===== src/rtl/uart_ctrl_pkg.sv =====
// uart_ctrl_pkg: shared definitions for the UART TX scheduler and TX core tests.
// Contents: FSM state encodings, the state enum built on them, and default
// gap/timeout constants for a 50 MHz system clock.
package uart_ctrl_pkg;

  localparam logic [2:0] StateIdleEnc     = 3'd0;
  localparam logic [2:0] StateLoadEnc     = 3'd1;
  localparam logic [2:0] StateWaitDoneEnc = 3'd2;
  localparam logic [2:0] StateGapEnc      = 3'd3;
  localparam logic [2:0] StateHoldEnc     = 3'd4;

  typedef enum logic [2:0] {
    StIdle     = StateIdleEnc,
    StLoad     = StateLoadEnc,
    StWaitDone = StateWaitDoneEnc,
    StGap      = StateGapEnc,
    StHold     = StateHoldEnc
  } state_e;

  // One bit time at the 16x/301 baud divider.
  localparam int unsigned DefaultGapCycles     = 4816;
  localparam int unsigned DefaultTimeoutCycles = 65535;

endpackage


===== src/rtl/uart_tx_sched_if.sv =====
// uart_tx_sched_if: requester handshake plus TX core parallel-load link.
//   req_valid/req_data/req_last/req_ready : per-requester byte handshake
//   grant                                  : one-hot current owner
//   tx_data/tx_load/tx_done                : TX core data, load strobe, done level
// Modports: slave = scheduler side, master = requesters + TX core side.
interface uart_tx_sched_if #(
  parameter int unsigned NUM_REQ = 4
) ();

  logic [NUM_REQ-1:0]   req_valid;
  logic [8*NUM_REQ-1:0] req_data;
  logic [NUM_REQ-1:0]   req_last;
  logic [NUM_REQ-1:0]   req_ready;
  logic [NUM_REQ-1:0]   grant;
  logic [7:0]           tx_data;
  logic                 tx_load;
  logic                 tx_done;

  modport slave (
    input  req_valid, req_data, req_last, tx_done,
    output req_ready, grant, tx_data, tx_load
  );

  modport master (
    output req_valid, req_data, req_last, tx_done,
    input  req_ready, grant, tx_data, tx_load
  );

endinterface


===== src/rtl/rr_arbiter.sv =====
// rr_arbiter: combinational round-robin pick.
//   valid     : request vector
//   rr_ptr    : highest-priority index
//   winner    : one-hot first valid at or after rr_ptr (wrapping), 0 if none
//   any_valid : OR of valid
module rr_arbiter #(
  parameter int unsigned NUM_REQ = 4,
  localparam int unsigned PtrW = $clog2(NUM_REQ)
) (
  input  logic [NUM_REQ-1:0] valid,
  input  logic [PtrW-1:0]    rr_ptr,
  output logic [NUM_REQ-1:0] winner,
  output logic               any_valid
);

  always_comb begin
    logic [PtrW:0] sum;
    logic          found;
    winner = '0;
    found  = 1'b0;
    sum    = '0;
    for (int i = 0; i < NUM_REQ; i++) begin
      // One extra bit so ptr + i cannot overflow before the wrap.
      sum = {1'b0, rr_ptr} + (PtrW+1)'(i);
      if (sum >= (PtrW+1)'(NUM_REQ)) sum = sum - (PtrW+1)'(NUM_REQ);
      if (!found && valid[sum[PtrW-1:0]]) begin
        winner[sum[PtrW-1:0]] = 1'b1;
        found                 = 1'b1;
      end
    end
  end

  assign any_valid = |valid;

endmodule


===== src/rtl/uart_tx_sched.sv =====
// uart_tx_sched: round-robin scheduler sharing one UART TX core among NUM_REQ
// byte producers, with packet locking, tx_done timeout and inter-character gap.
//   CLOCK_50    : system clock
//   reset       : asynchronous, active-high
//   bus         : requester handshake + TX core link (slave modport)
//   busy        : high in every state but idle
//   timeout_err : sticky tx_done timeout flag, cleared only by reset
module uart_tx_sched
  import uart_ctrl_pkg::*;
#(
  parameter int unsigned NUM_REQ        = 4,
  parameter int unsigned GAP_CYCLES     = DefaultGapCycles,
  parameter int unsigned TIMEOUT_CYCLES = DefaultTimeoutCycles
) (
  input  logic          CLOCK_50,
  input  logic          reset,
  uart_tx_sched_if.slave bus,
  output logic          busy,
  output logic          timeout_err
);

  localparam int unsigned PtrW = $clog2(NUM_REQ);
  localparam int unsigned GapW = (GAP_CYCLES > 1) ? $clog2(GAP_CYCLES) : 1;
  localparam int unsigned ToW  = (TIMEOUT_CYCLES > 1) ? $clog2(TIMEOUT_CYCLES) : 1;

  state_e               state_q, state_d;
  logic [PtrW-1:0]      rr_ptr_q, rr_ptr_d;
  logic [PtrW-1:0]      owner_q, owner_d;
  logic [NUM_REQ-1:0]   grant_q, grant_d;
  logic                 lock_q, lock_d;
  logic [7:0]           tx_data_q, tx_data_d;
  logic [GapW-1:0]      gap_cnt_q, gap_cnt_d;
  logic [ToW-1:0]       to_cnt_q, to_cnt_d;
  logic                 err_q, err_d;
  logic                 tx_done_q;

  logic [NUM_REQ-1:0]   arb_winner;
  logic                 arb_any;
  logic [NUM_REQ-1:0]   pick;
  logic [PtrW-1:0]      pick_idx;
  logic [7:0]           pick_data;
  logic                 pick_last;
  logic [NUM_REQ-1:0]   ready;
  logic                 done_rise;

  rr_arbiter #(
    .NUM_REQ (NUM_REQ)
  ) u_arb (
    .valid     (bus.req_valid),
    .rr_ptr    (rr_ptr_q),
    .winner    (arb_winner),
    .any_valid (arb_any)
  );

  // In HOLD only the current owner may be accepted.
  always_comb begin
    pick = '0;
    if (state_q == StIdle && arb_any) begin
      pick = arb_winner;
    end else if (state_q == StHold) begin
      pick = bus.req_valid & grant_q;
    end
    pick_idx  = '0;
    pick_data = '0;
    pick_last = 1'b0;
    for (int i = 0; i < NUM_REQ; i++) begin
      if (pick[i]) begin
        pick_idx  = PtrW'(i);
        pick_data = bus.req_data[i*8 +: 8];
        pick_last = bus.req_last[i];
      end
    end
  end

  assign done_rise = bus.tx_done & ~tx_done_q;

  always_comb begin
    state_d   = state_q;
    rr_ptr_d  = rr_ptr_q;
    owner_d   = owner_q;
    grant_d   = grant_q;
    lock_d    = lock_q;
    tx_data_d = tx_data_q;
    gap_cnt_d = gap_cnt_q;
    to_cnt_d  = to_cnt_q;
    err_d     = err_q;
    ready     = '0;
    unique case (state_q)
      StIdle, StHold: begin
        if (|pick) begin
          ready     = pick;
          tx_data_d = pick_data;
          grant_d   = pick;
          owner_d   = pick_idx;
          lock_d    = ~pick_last;
          state_d   = StLoad;
        end
      end
      StLoad: begin
        to_cnt_d = '0;
        state_d  = StWaitDone;
      end
      StWaitDone: begin
        if (done_rise) begin
          gap_cnt_d = '0;
          state_d   = StGap;
        end else if (to_cnt_q == ToW'(TIMEOUT_CYCLES - 1)) begin
          err_d     = 1'b1;
          lock_d    = 1'b0;
          gap_cnt_d = '0;
          state_d   = StGap;
        end else begin
          to_cnt_d = to_cnt_q + ToW'(1);
        end
      end
      StGap: begin
        if (gap_cnt_q == GapW'(GAP_CYCLES - 1)) begin
          gap_cnt_d = '0;
          if (lock_q) begin
            state_d = StHold;
          end else begin
            state_d  = StIdle;
            grant_d  = '0;
            rr_ptr_d = (owner_q == PtrW'(NUM_REQ - 1)) ? '0 : owner_q + PtrW'(1);
          end
        end else begin
          gap_cnt_d = gap_cnt_q + GapW'(1);
        end
      end
      default: state_d = StIdle;
    endcase
  end

  always_ff @(posedge CLOCK_50 or posedge reset) begin
    if (reset) begin
      state_q   <= StIdle;
      rr_ptr_q  <= '0;
      owner_q   <= '0;
      grant_q   <= '0;
      lock_q    <= 1'b0;
      tx_data_q <= '0;
      gap_cnt_q <= '0;
      to_cnt_q  <= '0;
      err_q     <= 1'b0;
      tx_done_q <= 1'b0;
    end else begin
      state_q   <= state_d;
      rr_ptr_q  <= rr_ptr_d;
      owner_q   <= owner_d;
      grant_q   <= grant_d;
      lock_q    <= lock_d;
      tx_data_q <= tx_data_d;
      gap_cnt_q <= gap_cnt_d;
      to_cnt_q  <= to_cnt_d;
      err_q     <= err_d;
      tx_done_q <= bus.tx_done;
    end
  end

  assign bus.req_ready = ready;
  assign bus.grant     = grant_q;
  assign bus.tx_data   = tx_data_q;
  assign bus.tx_load   = (state_q == StLoad);
  assign busy          = (state_q != StIdle);
  assign timeout_err   = err_q;

endmodule


===== src/flat_wrapper.sv =====
// flat-port wrapper written by rule: the top's interface ports become plain ports
module uart_tx_sched_flat import uart_ctrl_pkg::*;
#(
  parameter int unsigned NUM_REQ        = 4,
  parameter int unsigned GAP_CYCLES     = DefaultGapCycles,
  parameter int unsigned TIMEOUT_CYCLES = DefaultTimeoutCycles
)
  (CLOCK_50, reset, busy, timeout_err, bus_req_valid, bus_req_data, bus_req_last, bus_tx_done, bus_req_ready, bus_grant, bus_tx_data, bus_tx_load);
  uart_tx_sched_if #(.NUM_REQ(NUM_REQ)) bus_i ();
  input  logic CLOCK_50;
  input  logic reset;
  output logic busy;
  output logic timeout_err;
  input wire logic [$bits(bus_i.req_valid)-1:0] bus_req_valid;
  input wire logic [$bits(bus_i.req_data)-1:0] bus_req_data;
  input wire logic [$bits(bus_i.req_last)-1:0] bus_req_last;
  input wire logic [$bits(bus_i.tx_done)-1:0] bus_tx_done;
  output wire logic [$bits(bus_i.req_ready)-1:0] bus_req_ready;
  output wire logic [$bits(bus_i.grant)-1:0] bus_grant;
  output wire logic [$bits(bus_i.tx_data)-1:0] bus_tx_data;
  output wire logic [$bits(bus_i.tx_load)-1:0] bus_tx_load;
  assign bus_i.req_valid = bus_req_valid;
  assign bus_i.req_data = bus_req_data;
  assign bus_i.req_last = bus_req_last;
  assign bus_i.tx_done = bus_tx_done;
  assign bus_req_ready = bus_i.req_ready;
  assign bus_grant = bus_i.grant;
  assign bus_tx_data = bus_i.tx_data;
  assign bus_tx_load = bus_i.tx_load;
  uart_tx_sched #(.NUM_REQ(NUM_REQ), .GAP_CYCLES(GAP_CYCLES), .TIMEOUT_CYCLES(TIMEOUT_CYCLES)) u_core (.CLOCK_50(CLOCK_50), .reset(reset), .bus(bus_i), .busy(busy), .timeout_err(timeout_err));
endmodule

===== config.mk =====
export PLATFORM = sky130hd
export DESIGN_NAME = uart_tx_sched_flat
export DESIGN_NICKNAME = d
export VERILOG_FILES = /design/src/rtl/uart_ctrl_pkg.sv /design/src/rtl/uart_tx_sched_if.sv /design/src/rtl/rr_arbiter.sv /design/src/rtl/uart_tx_sched.sv /design/src/flat_wrapper.sv
export SDC_FILE = /design/constraint.sdc
export NUM_CORES = 1
export LEC_CHECK = 0
export CORE_ASPECT_RATIO = 0.75
export CORE_MARGIN = 5
export CORE_UTILIZATION = 52
export DETAILED_ROUTE_END_ITERATION = 8
export GPL_TIMING_DRIVEN = 0
export PLACE_DENSITY = 0.8
export SKIP_LAST_GASP = 1
export SLEW_MARGIN = 30
export SYNTH_ARGS = -nofsm -noshare
export SYNTH_HDL_FRONTEND = slang
export SYNTH_SLANG_ARGS = --single-unit

===== constraint.sdc =====
create_clock -name CLOCK_50 -period 4 [get_ports CLOCK_50]
set_input_delay 0.6 -clock CLOCK_50 [delete_from_list [all_inputs] [get_ports CLOCK_50]]
set_output_delay 0.6 -clock CLOCK_50 [all_outputs]
set_load 0.05 [all_outputs]

## Word-level counts from Yosys, hierarchy flattened

Index checks and enable logic that the tools add are counted.

- Flip-flop bits (word level): 51
- Bits of input ports: 43
- Word-level logic and storage cells: 147

- $add $sub $neg: 10
- Magnitude comparators: 12
- Equal/unequal tests: 14
- Multiplexer cells: 64
- Bitwise operators: 9
- Reduce and logical (&&, ||, !) cells: 28

Operator list:

| cell | count |
|---|---|
| 4-bit 2-to-1 mux | 11 |
| 13-bit 2-to-1 mux | 3 |
| 16-bit 2-to-1 mux | 2 |
| 8-bit 2-to-1 mux | 4 |
| 16-bit one-hot mux with 2 select lines | 1 |
| 13-bit one-hot mux with 2 select lines | 1 |
| 1-bit 2-to-1 mux | 19 |
| 16-bit by 1-bit adder with 16-bit output (second input constant) | 1 |
| 16-bit == test (second input constant) | 1 |
| 3-bit 2-to-1 mux | 5 |
| 2-bit 2-to-1 mux | 7 |
| 13-bit by 1-bit adder with 13-bit output (second input constant) | 1 |
| 13-bit == test (second input constant) | 1 |
| 2-bit by 3-bit < comparator with 1-bit output (second input constant) | 4 |
| 4-bit OR | 3 |
| 3-bit one-hot mux with 4 select lines | 1 |
| 3-bit AND reduction | 4 |
| 3-bit greater-or-equal comparator (second input constant) | 3 |
| 1-bit binary-select mux with 2-bit select | 4 |
| 1-bit demux with 2-bit select | 4 |
| 2-bit by 1-bit greater-or-equal comparator with 1-bit output (second input constant) | 4 |
| 1-bit logical AND | 8 |
| 4-bit one-hot mux with 2 select lines | 1 |
| 4-bit AND reduction | 2 |
| 23 further kinds | 42 |

## Longest topological paths before layout

Gate-level depths: netlist (run 1).

- Depth after elaboration: 22
- Mapped depth: 14

## Modules after synthesis

A second synthesis (run 1) with hierarchy kept.

- Cells, all modules: 360
- Area total of the unflattened synthesis: 3241.9 sq um

By module, submodules not included:

| module | times used | cells each | area an instance (sq um) | seq. area each (sq um) |
|---|---|---|---|---|
| uart_tx_sched | 1 | 329 | 2931.6 | 1276.2 |
| rr_arbiter | 1 | 31 | 310.3 | 0.0 |

## Least setup slack after synthesis (run 1)

No wires, ideal clock.

- Path kind: reg-to-reg
- Start point: register u_core.rr_ptr_q[0]
- End point: register u_core.lock_q
- Library setup time: 125 ps
- Data arrival time: 3589 ps
- Data required time: 3875 ps
- Setup slack: 286 ps
- Cell stages (with the launch flop): 13
- Buffers on the path: 2
- Period minus slack after synthesis: 3714 ps
- Cells stage by stage: dfrtp_1 buf_6 inv_1 ha_1 clkbuf_1 or3b_1 a2111o_1 nand2_2 a221oi_2 nor4_4 or3b_1 a311o_1 mux2_4

- Cells in the longest elaborated chain, start to end: 22
- Elaborated cells on any way between the ends: 70
- Classes of those cells: add/sub: 7; order compare: 12; eq/ne: 1; mux: 34; bitwise: 4; reduce/logical: 12

Ends and longest elaborated chain:

| item | line | text |
|---|---|---|
| start: declaration | uart_tx_sched.sv:27 | `logic [PtrW-1:0] rr_ptr_q, rr_ptr_d;` |
| start signal: assignment | uart_tx_sched.sv:148 | `rr_ptr_q <= rr_ptr_d;` |
| parallel branches: the longest is 13 deep, another holds 2-bit by 1-bit adder with 3-bit output | - |  |
| 4-bit 2-to-1 mux (*) | rr_arbiter.sv:26 | `if (!found && valid[sum[PtrW-1:0]]) begin` |
| 4-bit 2-to-1 mux (*) | uart_tx_sched.sv:58 | `if (state_q == StIdle && arb_any) begin` |
| 1-bit 2-to-1 mux (4 in a row) | uart_tx_sched.sv:67 | `if (pick[i]) begin` |
| 1-bit NOT | uart_tx_sched.sv:95 | `lock_d = ~pick_last;` |
| 1-bit 2-to-1 mux | uart_tx_sched.sv:90 | `if (\|pick) begin` |
| 1-bit one-hot mux with 2 select lines | uart_tx_sched.sv:88 | `unique case (state_q)` |
| end signal: assignment | uart_tx_sched.sv:151 | `lock_q <= lock_d;` |
| end: declaration | uart_tx_sched.sv:30 | `logic lock_q, lock_d;` |

Mark *: on every way between the ends. The select of a mux whose other input is x is not followed.
A chain may end at the register's enable or synchronous reset.

## Final worst setup path (run 1)

- Start point: register u_core.rr_ptr_q[0]
- End point: output bus_req_ready[3]

- Cells in the longest elaborated chain, start to end: 18
- Elaborated cells on any way between the ends: 63
- Classes of those cells: add/sub: 7; order compare: 12; mux: 30; bitwise: 3; reduce/logical: 11

Ends and longest elaborated chain:

| item | line | text |
|---|---|---|
| parallel branches: the longest is 13 deep, another holds 2-bit by 1-bit adder with 3-bit output | - |  |
| 4-bit 2-to-1 mux (*) | rr_arbiter.sv:26 |  |
| 4-bit 2-to-1 mux (*) | uart_tx_sched.sv:58 |  |
| 4-bit OR reduction | uart_tx_sched.sv:90 |  |
| 4-bit 2-to-1 mux (*) | uart_tx_sched.sv:90 |  |
| 4-bit 2-to-1 mux (*) | uart_tx_sched.sv:88 |  |
| end: declaration | flat_wrapper.sv:18 | `output wire logic [$bits(bus_i.req_ready)-1:0] bus_req_ready;` |

Marked as above.

==> results of run 1 <==
==> cells in the final DEF, fill, tap and decap left out, types with 3 or more instances in the layout <==
master and n:
sky130_fd_sc_hd__clkdlybuf4s50_1 53, sky130_fd_sc_hd__dfrtp_1 51, sky130_fd_sc_hd__nand2_1 41, sky130_fd_sc_hd__nor2_1 37
sky130_fd_sc_hd__o21ai_0 25, sky130_fd_sc_hd__xor2_1 16, sky130_fd_sc_hd__a21o_1 13, sky130_fd_sc_hd__and3_1 11
sky130_fd_sc_hd__a21oi_1 10, sky130_fd_sc_hd__nor2b_1 10, sky130_fd_sc_hd__inv_1 9, sky130_fd_sc_hd__a221oi_1 9
sky130_fd_sc_hd__ha_1 9, sky130_fd_sc_hd__nand3_1 7, sky130_fd_sc_hd__nand4_1 7, sky130_fd_sc_hd__clkbuf_1 6
sky130_fd_sc_hd__buf_2 6, sky130_fd_sc_hd__clkbuf_8 5, sky130_fd_sc_hd__nor3b_1 4, sky130_fd_sc_hd__nor3_1 4
sky130_fd_sc_hd__or3_1 4, sky130_fd_sc_hd__mux2i_1 4, sky130_fd_sc_hd__or2_2 4, sky130_fd_sc_hd__and2_1 4
sky130_fd_sc_hd__nand2b_1 4, sky130_fd_sc_hd__nand3b_1 3, sky130_fd_sc_hd__o21bai_1 3, sky130_fd_sc_hd__a31oi_1 3
==> stage by stage <==
step                 util  TNS [ps]  power (uW)  cells
global placement    0.655      -751        1740    482
floorplan               -         0        1440    347
detailed placement  0.659      -834        1770    483
CTS                 0.672     -99.9        2070    490
global route        0.671     -12.9        2190    489
finish              0.671         0        2050    489
==> cells by family after synthesis <==
family / Yosys count / synth area share
adders and majority gates: 10 / 0.0395
AOI/OAI and AO/OA: 81 / 0.176
buffers and inverters: 26 / 0.0383
and+or+nand+nor: 153 / 0.251
muxes: 9 / 0.0446
DFF: 51 / 0.403
xor gates and xnor gates: 17 / 0.0470
==> sequential cells by signal, summed over array words and instances (netlist names) <==
name                cells
u_core.owner_q          2
u_core.tx_done_q        1
u_core.bus.grant        4
u_core.to_cnt_q        16
u_core.timeout_err      1
u_core.lock_q           1
u_core.state_q          3
u_core.bus.tx_data      8
u_core.gap_cnt_q       13
u_core.rr_ptr_q         2
==> cell type report <==
| class | instances | area, um2 |
|---|---|---|
| Clock buffer | 6 | 72.6 |
| Multi-Input combinational cell | 270 | 1770 |
| Clock inverter | 2 | 16.3 |
| Timing Repair Buffer | 58 | 577 |
| Sequential cell | 51 | 1280 |
| Tap cell | 78 | 97.6 |
| Fill cell | 489 | 1930 |
| Inverter | 10 | 40.0 |
| Buffer | 14 | 81.3 |
==> worst max-delay path by stage <==
stage	slack, ps	depth (start not counted)	start	to
after detailed placement	-510	12	u_core.rr_ptr_q[0]	bus_req_ready[3]
final	120	10	u_core.rr_ptr_q[0]	bus_req_ready[3]
after floorplan	290	12	u_core.rr_ptr_q[0]	u_core.lock_q
after global routing	-10	10	u_core.rr_ptr_q[0]	bus_req_ready[3]
after global placement	-470	12	u_core.rr_ptr_q[0]	bus_req_ready[3]
after CTS	-100	11	u_core.rr_ptr_q[0]	bus_req_ready[3]
==> metal layers <==
metal / GRT usage / vias to the layer above / share of wire
met5: 0 / - / 0
met4: 0.0390 / 0 / 0.0099
met3: 0.0735 / 10 / 0.080
met2: 0.310 / 68 / 0.44
met1: 0.262 / 1298 / 0.47
li1: - / 1361 / -
==> power by group <==
part           switching, uW  leakage, uW  internal [uW]
combinational            637      0.00107            375
sequential               103     0.000673            633
clock                    176    0.0000418            126
==> what timing repair did <==
action,in CTS,in global routing
gates cloned,0,0
endpoints found under the setup margin,4,4
resized for setup,14,8
==> worst max-delay path, stage by stage (launching register included) <==
cell and delay, ps:
sky130_fd_sc_hd__dfrtp_1 440, sky130_fd_sc_hd__buf_6 170, sky130_fd_sc_hd__inv_1 170, sky130_fd_sc_hd__ha_2 360, sky130_fd_sc_hd__or3b_1 370, sky130_fd_sc_hd__a2111o_1 400
sky130_fd_sc_hd__a21boi_0 190, sky130_fd_sc_hd__o21a_1 170, sky130_fd_sc_hd__o21bai_1 160, sky130_fd_sc_hd__clkbuf_4 300, sky130_fd_sc_hd__buf_4 230
==> metrics.md, run 1 <==
| Metric | Value |
|---|---|
| Post-synth EDFFs | 0 |
| Vias after detailed routing | between 2000 and 3000 |
| Transition at the pin with the smallest max-transition slack | 916 ps |
| Post-Synthesis Cells | 347 |
| DRT Wirelength | 7240 um |
| Die extent in x | 100 um |
| Netlist cell types | 56 |
| Slew Limit Fails | 0 |
| Global-route wire length before repair | 12700 um |
| Number of nets in the synthesized netlist | 400 |
| Share of the synthesized area in the top cell type | 0.403 |
| Worst skew pair latency | 310 ps |
| Fin. Hold Viols | 0 |
| Post-detailed-route count of antenna-violating nets | 0 |
| Pin count of the biggest net entering global routing | 39 |
| CP Capture Type | output port |
| Initial drt markers | 130 |
| Type of the worst min-delay path | reg -> reg |
| Count of input and output buffers | 57 |
| Max Clock Freq | 258 MHz |
| Routability congestion estimate from global placement | 0.882 |
| Area of all placed cells without fillers | 3930 um2 |
| Clock sinks | between 50 and 60 |
| Number of buffers inserted to repair setup after CTS | 0 |
| Number of cell instances on the worst register-to-register path | 11 |
| Number of inserted diodes | 0 |
| Setup Slack @ Placement | -508 ps |
| Growth of design area from synthesis to finish | 24.1% |
| Total leakage power | between 0.0015 and 0.002 uW |
| Status | finished clean |
| Post-Syn Area per Cell | slightly above 9 um2 |
| Max Cap Violations | 0 |
| Master cell of the clock root buffer | sky130_fd_sc_hd__clkbuf_8 |
| I/O pin count | 62 |
| Cell accounting for the most synthesized area | sky130_fd_sc_hd__dfrtp_1 |
| Critical path peak fanout | 19 |
| Number of nets in the finished design | 463 |
| Top cells by instance count after synthesis | sky130_fd_sc_hd__dfrtp_1, sky130_fd_sc_hd__nand2_1, sky130_fd_sc_hd__nor2_1, sky130_fd_sc_hd__o21ai_0, sky130_fd_sc_hd__xor2_1 |
| Area of the mapped netlist | 3170 um2 |
| Tcrit/Tclk final | 0.970 |
| Synth top area cells | sky130_fd_sc_hd__dfrtp_1, sky130_fd_sc_hd__nand2_1, sky130_fd_sc_hd__xor2_1 |
| Number of H-tree branching levels | 2 |
| Worst hold margin | 493 ps |
| Number of setup violations in the final report | 0 |
| Async S/R FF share, synth | 1.00 |
| Sequential area share after synthesis | 0.403 |
| Per-cell routed wire length | 14.8 um |
| Origin of the worst min-delay path | u_core.bus.tx_data[0] |
| Critical Path AT | 3280 ps |
| Hold Path End | u_core.bus.tx_data[0] |
| Register-to-register path setup slack | between 500 and 600 ps |
| Inserted Clock Buffers | 5 |
| Max VDD drop | 0.345 mV |
| Number of synthesized register bits | 51 |
| Starting utilization of the core area | 0.541 |
| Vias/cell | between 5 and 6 |
| Hold Crit Depth | 2 |
| Drt pass-1 iters | 4 |
| Detailed placement HPWL | approximately 5600 um |
| Primary FF master, synth | sky130_fd_sc_hd__dfrtp_1 |
| Launching element type of the critical path | flip-flop |
| Worst reg2reg path endpoint | u_core.lock_q |
| Crit path kind | reg -> out |
| Hold-fix buffers at CTS | 0 |
| Initial antenna violation count | 0 |
| Number of global-route vias before repair | 2809 |
| Fraction of final layout cells with drive strength greater than 1 | 0.0876 |
| Yosys warns | 0 |
| CTS tree | built |
| Total placed instance area | 3860 um2 |
| Aggregate global routing overflow | 0 |
| Floorplan die height | around 78 um |
| Relative slew slack | 0.385 |
| Required time of the worst setup path | 3400 ps |
| Die area | 7770 um2 |
| PwrDens | 522 nW/um2 |
| Standard-cell rows | 24 |
| Clock transition at the registers of the reported paths | 90 ps |
| Final routed DRC violation total | 0 |
| Deepest clock path buffer count | 2 |
| Least setup slack across all paths after layout | 121 ps |
| Final critical-path required period | 3880 ps |
| Core region area | about 5900 um2 |
| Unrepaired setup endpoints after global routing | yes |
| Most numerous cell in the Yosys netlist | sky130_fd_sc_hd__dfrtp_1 |
| Clock Skews | 11.3 ps |
| RR Startpoint | u_core.rr_ptr_q[0] |
| Overall routing resource usage | 0.197 |
(Power assumes the default switching activity.)
==> run 2, diff against run 1 <==
==> constraint.sdc (replaced) <==
create_clock -name CLOCK_50 -period 4 [get_ports CLOCK_50]
set_input_delay 1 -clock CLOCK_50 [delete_from_list [all_inputs] [get_ports CLOCK_50]]
set_output_delay 1 -clock CLOCK_50 [all_outputs]
set_load 0.05 [all_outputs]
==> metrics.md, run 2 (synthesized netlist as in run 1, its figures left out) <==
| Metric | Value |
|---|---|
| Status | finished clean |
| Count of input and output buffers | 57 (unchanged) |
| Switching Power | 927 uW (+1.1%) |
| Vias/cell | 5.61 (+0.28%) |
| Die extent in x | 100 um (unchanged) |
| Deepest clock path buffer count | 2 (unchanged) |
| Critical path peak fanout | 10 (-9) |
| PwrDens | 531 nW/um2 (+1.7%) |
| Per-cell routed wire length | 15.7 um (+6.1%) |
| Overall routing resource usage | 0.207 (+0.0108) |
| Detailed placement HPWL | 5870 um (+5.4%) |
| Relative slew slack | 0.568 (+0.184) |
| Worst skew pair latency | 300 ps (about the same) |
| Area of all placed cells without fillers | 4050 um2 (+3.1%) |
| Flip-flop count of the largest register after layout | 16 (unchanged) |
| Crit path kind | in -> out |
| Final cell utilization of the core | 0.692 (+0.0209) |
| Required time of the worst setup path | 3000 ps (-400 ps) |
| Unrepaired setup endpoints after global routing | yes |
| Max Clock Freq | 250 MHz (-3.0%) |
| Total leakage power | 0.00185 uW (+3.6%) |
| Clock Skews | 9.97 ps (-1.34 ps) |
| Number of nets in the finished design | 470 (+1.5%) |
| Global-route wire length before repair | 13300 um (+4.9%) |
| Master cell of the clock root buffer | sky130_fd_sc_hd__clkbuf_8 |
| Drt pass-1 iters | 4 (unchanged) |
| Transition at the pin with the smallest max-transition slack | 642 ps (-274 ps) |
| Total placed instance area | 3860 um2 (about the same) |
| Combinational power share | 0.485 (-0.008) |
| Slew Limit Fails | 0 (unchanged) |
| Initial antenna violation count | 0 (unchanged) |
| Number of global-route vias before repair | 2842 (+1.2%) |
| Inserted Clock Buffers | 5 (unchanged) |
| CTS tree | built |
| Post-detailed-route count of antenna-violating nets | 0 (unchanged) |
| Tcrit/Tclk final | 0.999 (+0.0298) |
| Power consumption | 2150 uW (+4.9%) |
| DRT Wirelength | 7790 um (+7.7%) |
| Standard-cell rows | 24 (unchanged) |
| Pin count of the biggest net entering global routing | 33 (-15%) |
| Register with the most flip-flops | u_core.to_cnt_q |
| Commonest cells after routing, fill and taps aside | sky130_fd_sc_hd__clkdlybuf4s50_1, sky130_fd_sc_hd__dfrtp_1, sky130_fd_sc_hd__nand2_1 |
| Vias after detailed routing | 2784 (+1.7%) |
| Most frequent standard cell in the layout excluding fill and tap cells | sky130_fd_sc_hd__clkdlybuf4s50_1 |
| Final critical-path required period | 4000 ps (+119 ps) |
| Fin. Hold Viols | 0 (unchanged) |
| Die area | 7770 um2 (unchanged) |
| Clock transition at the registers of the reported paths | 80 ps (about the same) |
| Hold Crit Depth | 1 (-1) |
| Core region area | 5860 um2 (unchanged) |
| Type of the worst min-delay path | reg -> reg |
| Max Cap Violations | 0 (unchanged) |
| Final routed DRC violation total | 0 (unchanged) |
| Clock sinks | 51 (unchanged) |
| Number of cell instances on the worst register-to-register path | 12 (+1) |
| Routability congestion estimate from global placement | 0.896 (+1.7%) |
| Power share of the clock group | 0.172 (+0.025) |
| Number of H-tree branching levels | 2 (unchanged) |
| Starting utilization of the core area | 0.541 (unchanged) |
| Initial drt markers | 145 (+12%) |
| Number of inserted diodes | 0 (unchanged) |
| Number of setup violations in the final report | 0 (unchanged) |
| Hold-fix buffers at CTS | 0 (unchanged) |
| Floorplan die height | 77.6 um (unchanged) |
| Setup tns final | 0 ps (unchanged) |
| Aggregate global routing overflow | 0 (unchanged) |
| Internal portion of total power | 1220 uW (+7.9%) |
| Fraction of power spent switching nets | 0.431 (-0.0160) |
| Relative contribution of sequential cells to total power | 0.343 (-0.016) |
| Fraction of final layout cells with drive strength greater than 1 | 0.117 (+0.0296) |
| Non-filler cells in the finished layout | 496 (+1.4%) |
| Max VDD drop | 0.365 mV (+5.7%) |
| Critical Path AT | 3000 ps (-280 ps) |
| I/O pin count | 62 (unchanged) |
| CP Capture Type | output port |
| Post-Place Cells | 483 (unchanged) |
| Launching element type of the critical path | input port |
| Growth of design area from synthesis to finish | 27.9% |
-- run 2: power groups by stage --
stage,Clock (uW),Sequential (uW),Combinational (uW)
after CTS,374,735,1040
after detailed placement,0,743,1030
after global routing,396,754,1150
final,371,737,1040
after global placement,0,739,1000
after floorplan,0,924,516
-- run 2: stage by stage --
step                setup slack, ps  hold slack, ps
floorplan                      39.5             453
global placement               -895             460
detailed placement            -1010             469
CTS                            11.0             488
global route                  -72.3             526
finish                         2.17             479
-- run 2: layer usage --
| layer | track usage | vias up | wire length [um] |
|---|---|---|---|
| met3 | 0.0690 | 4 | 615 |
| met1 | 0.261 | 1323 | 3390 |
| met4 | 0.0363 | 0 | 48 |
| li1 | - | 1380 | - |
| met5 | 0 | - | 0 |
| met2 | 0.354 | 77 | 3740 |
-- run 2: timing repair --
action                     in CTS  in global routing
pin swaps                       0                  1
setup endpoints to repair       4                  4
setup buffers                   5                  2
gates resized for setup        32                  6
-- run 2: worst max-delay path, cell delays in order --
cell and delay [ps]:
sky130_fd_sc_hd__buf_2 160, sky130_fd_sc_hd__mux4_2 570, sky130_fd_sc_hd__o311ai_1 490, sky130_fd_sc_hd__o211ai_1 310
sky130_fd_sc_hd__buf_4 260, sky130_fd_sc_hd__buf_4 200
-- run 2: layout make-up --
type | instances | area (um2)
plain buffers | 14 | 87.6
clock buffers | 6 | 82.6
clock inverters | 2 | 35.0
fillers | 474 | 1800
inverters | 10 | 43.8
multi-input cells | 270 | 1790
flip-flops and latches | 51 | 1280
well taps | 78 | 97.6
repair buffers | 65 | 638
-- run 2: worst paths after layout --
kind | endpoint | slack, ps | from
max in group asynchronous | u_core.to_cnt_q[15] | 2560 | reset
worst min register to register | u_core.timeout_err | 480 | u_core.timeout_err
worst max-delay path | bus_req_ready[2] | 2 | bus_req_valid[3]
worst max register to register | u_core.lock_q | 460 | u_core.rr_ptr_q[0]
min in group asynchronous | u_core.to_cnt_q[4] | 990 | reset
worst min-delay path | u_core.timeout_err | 480 | u_core.timeout_err
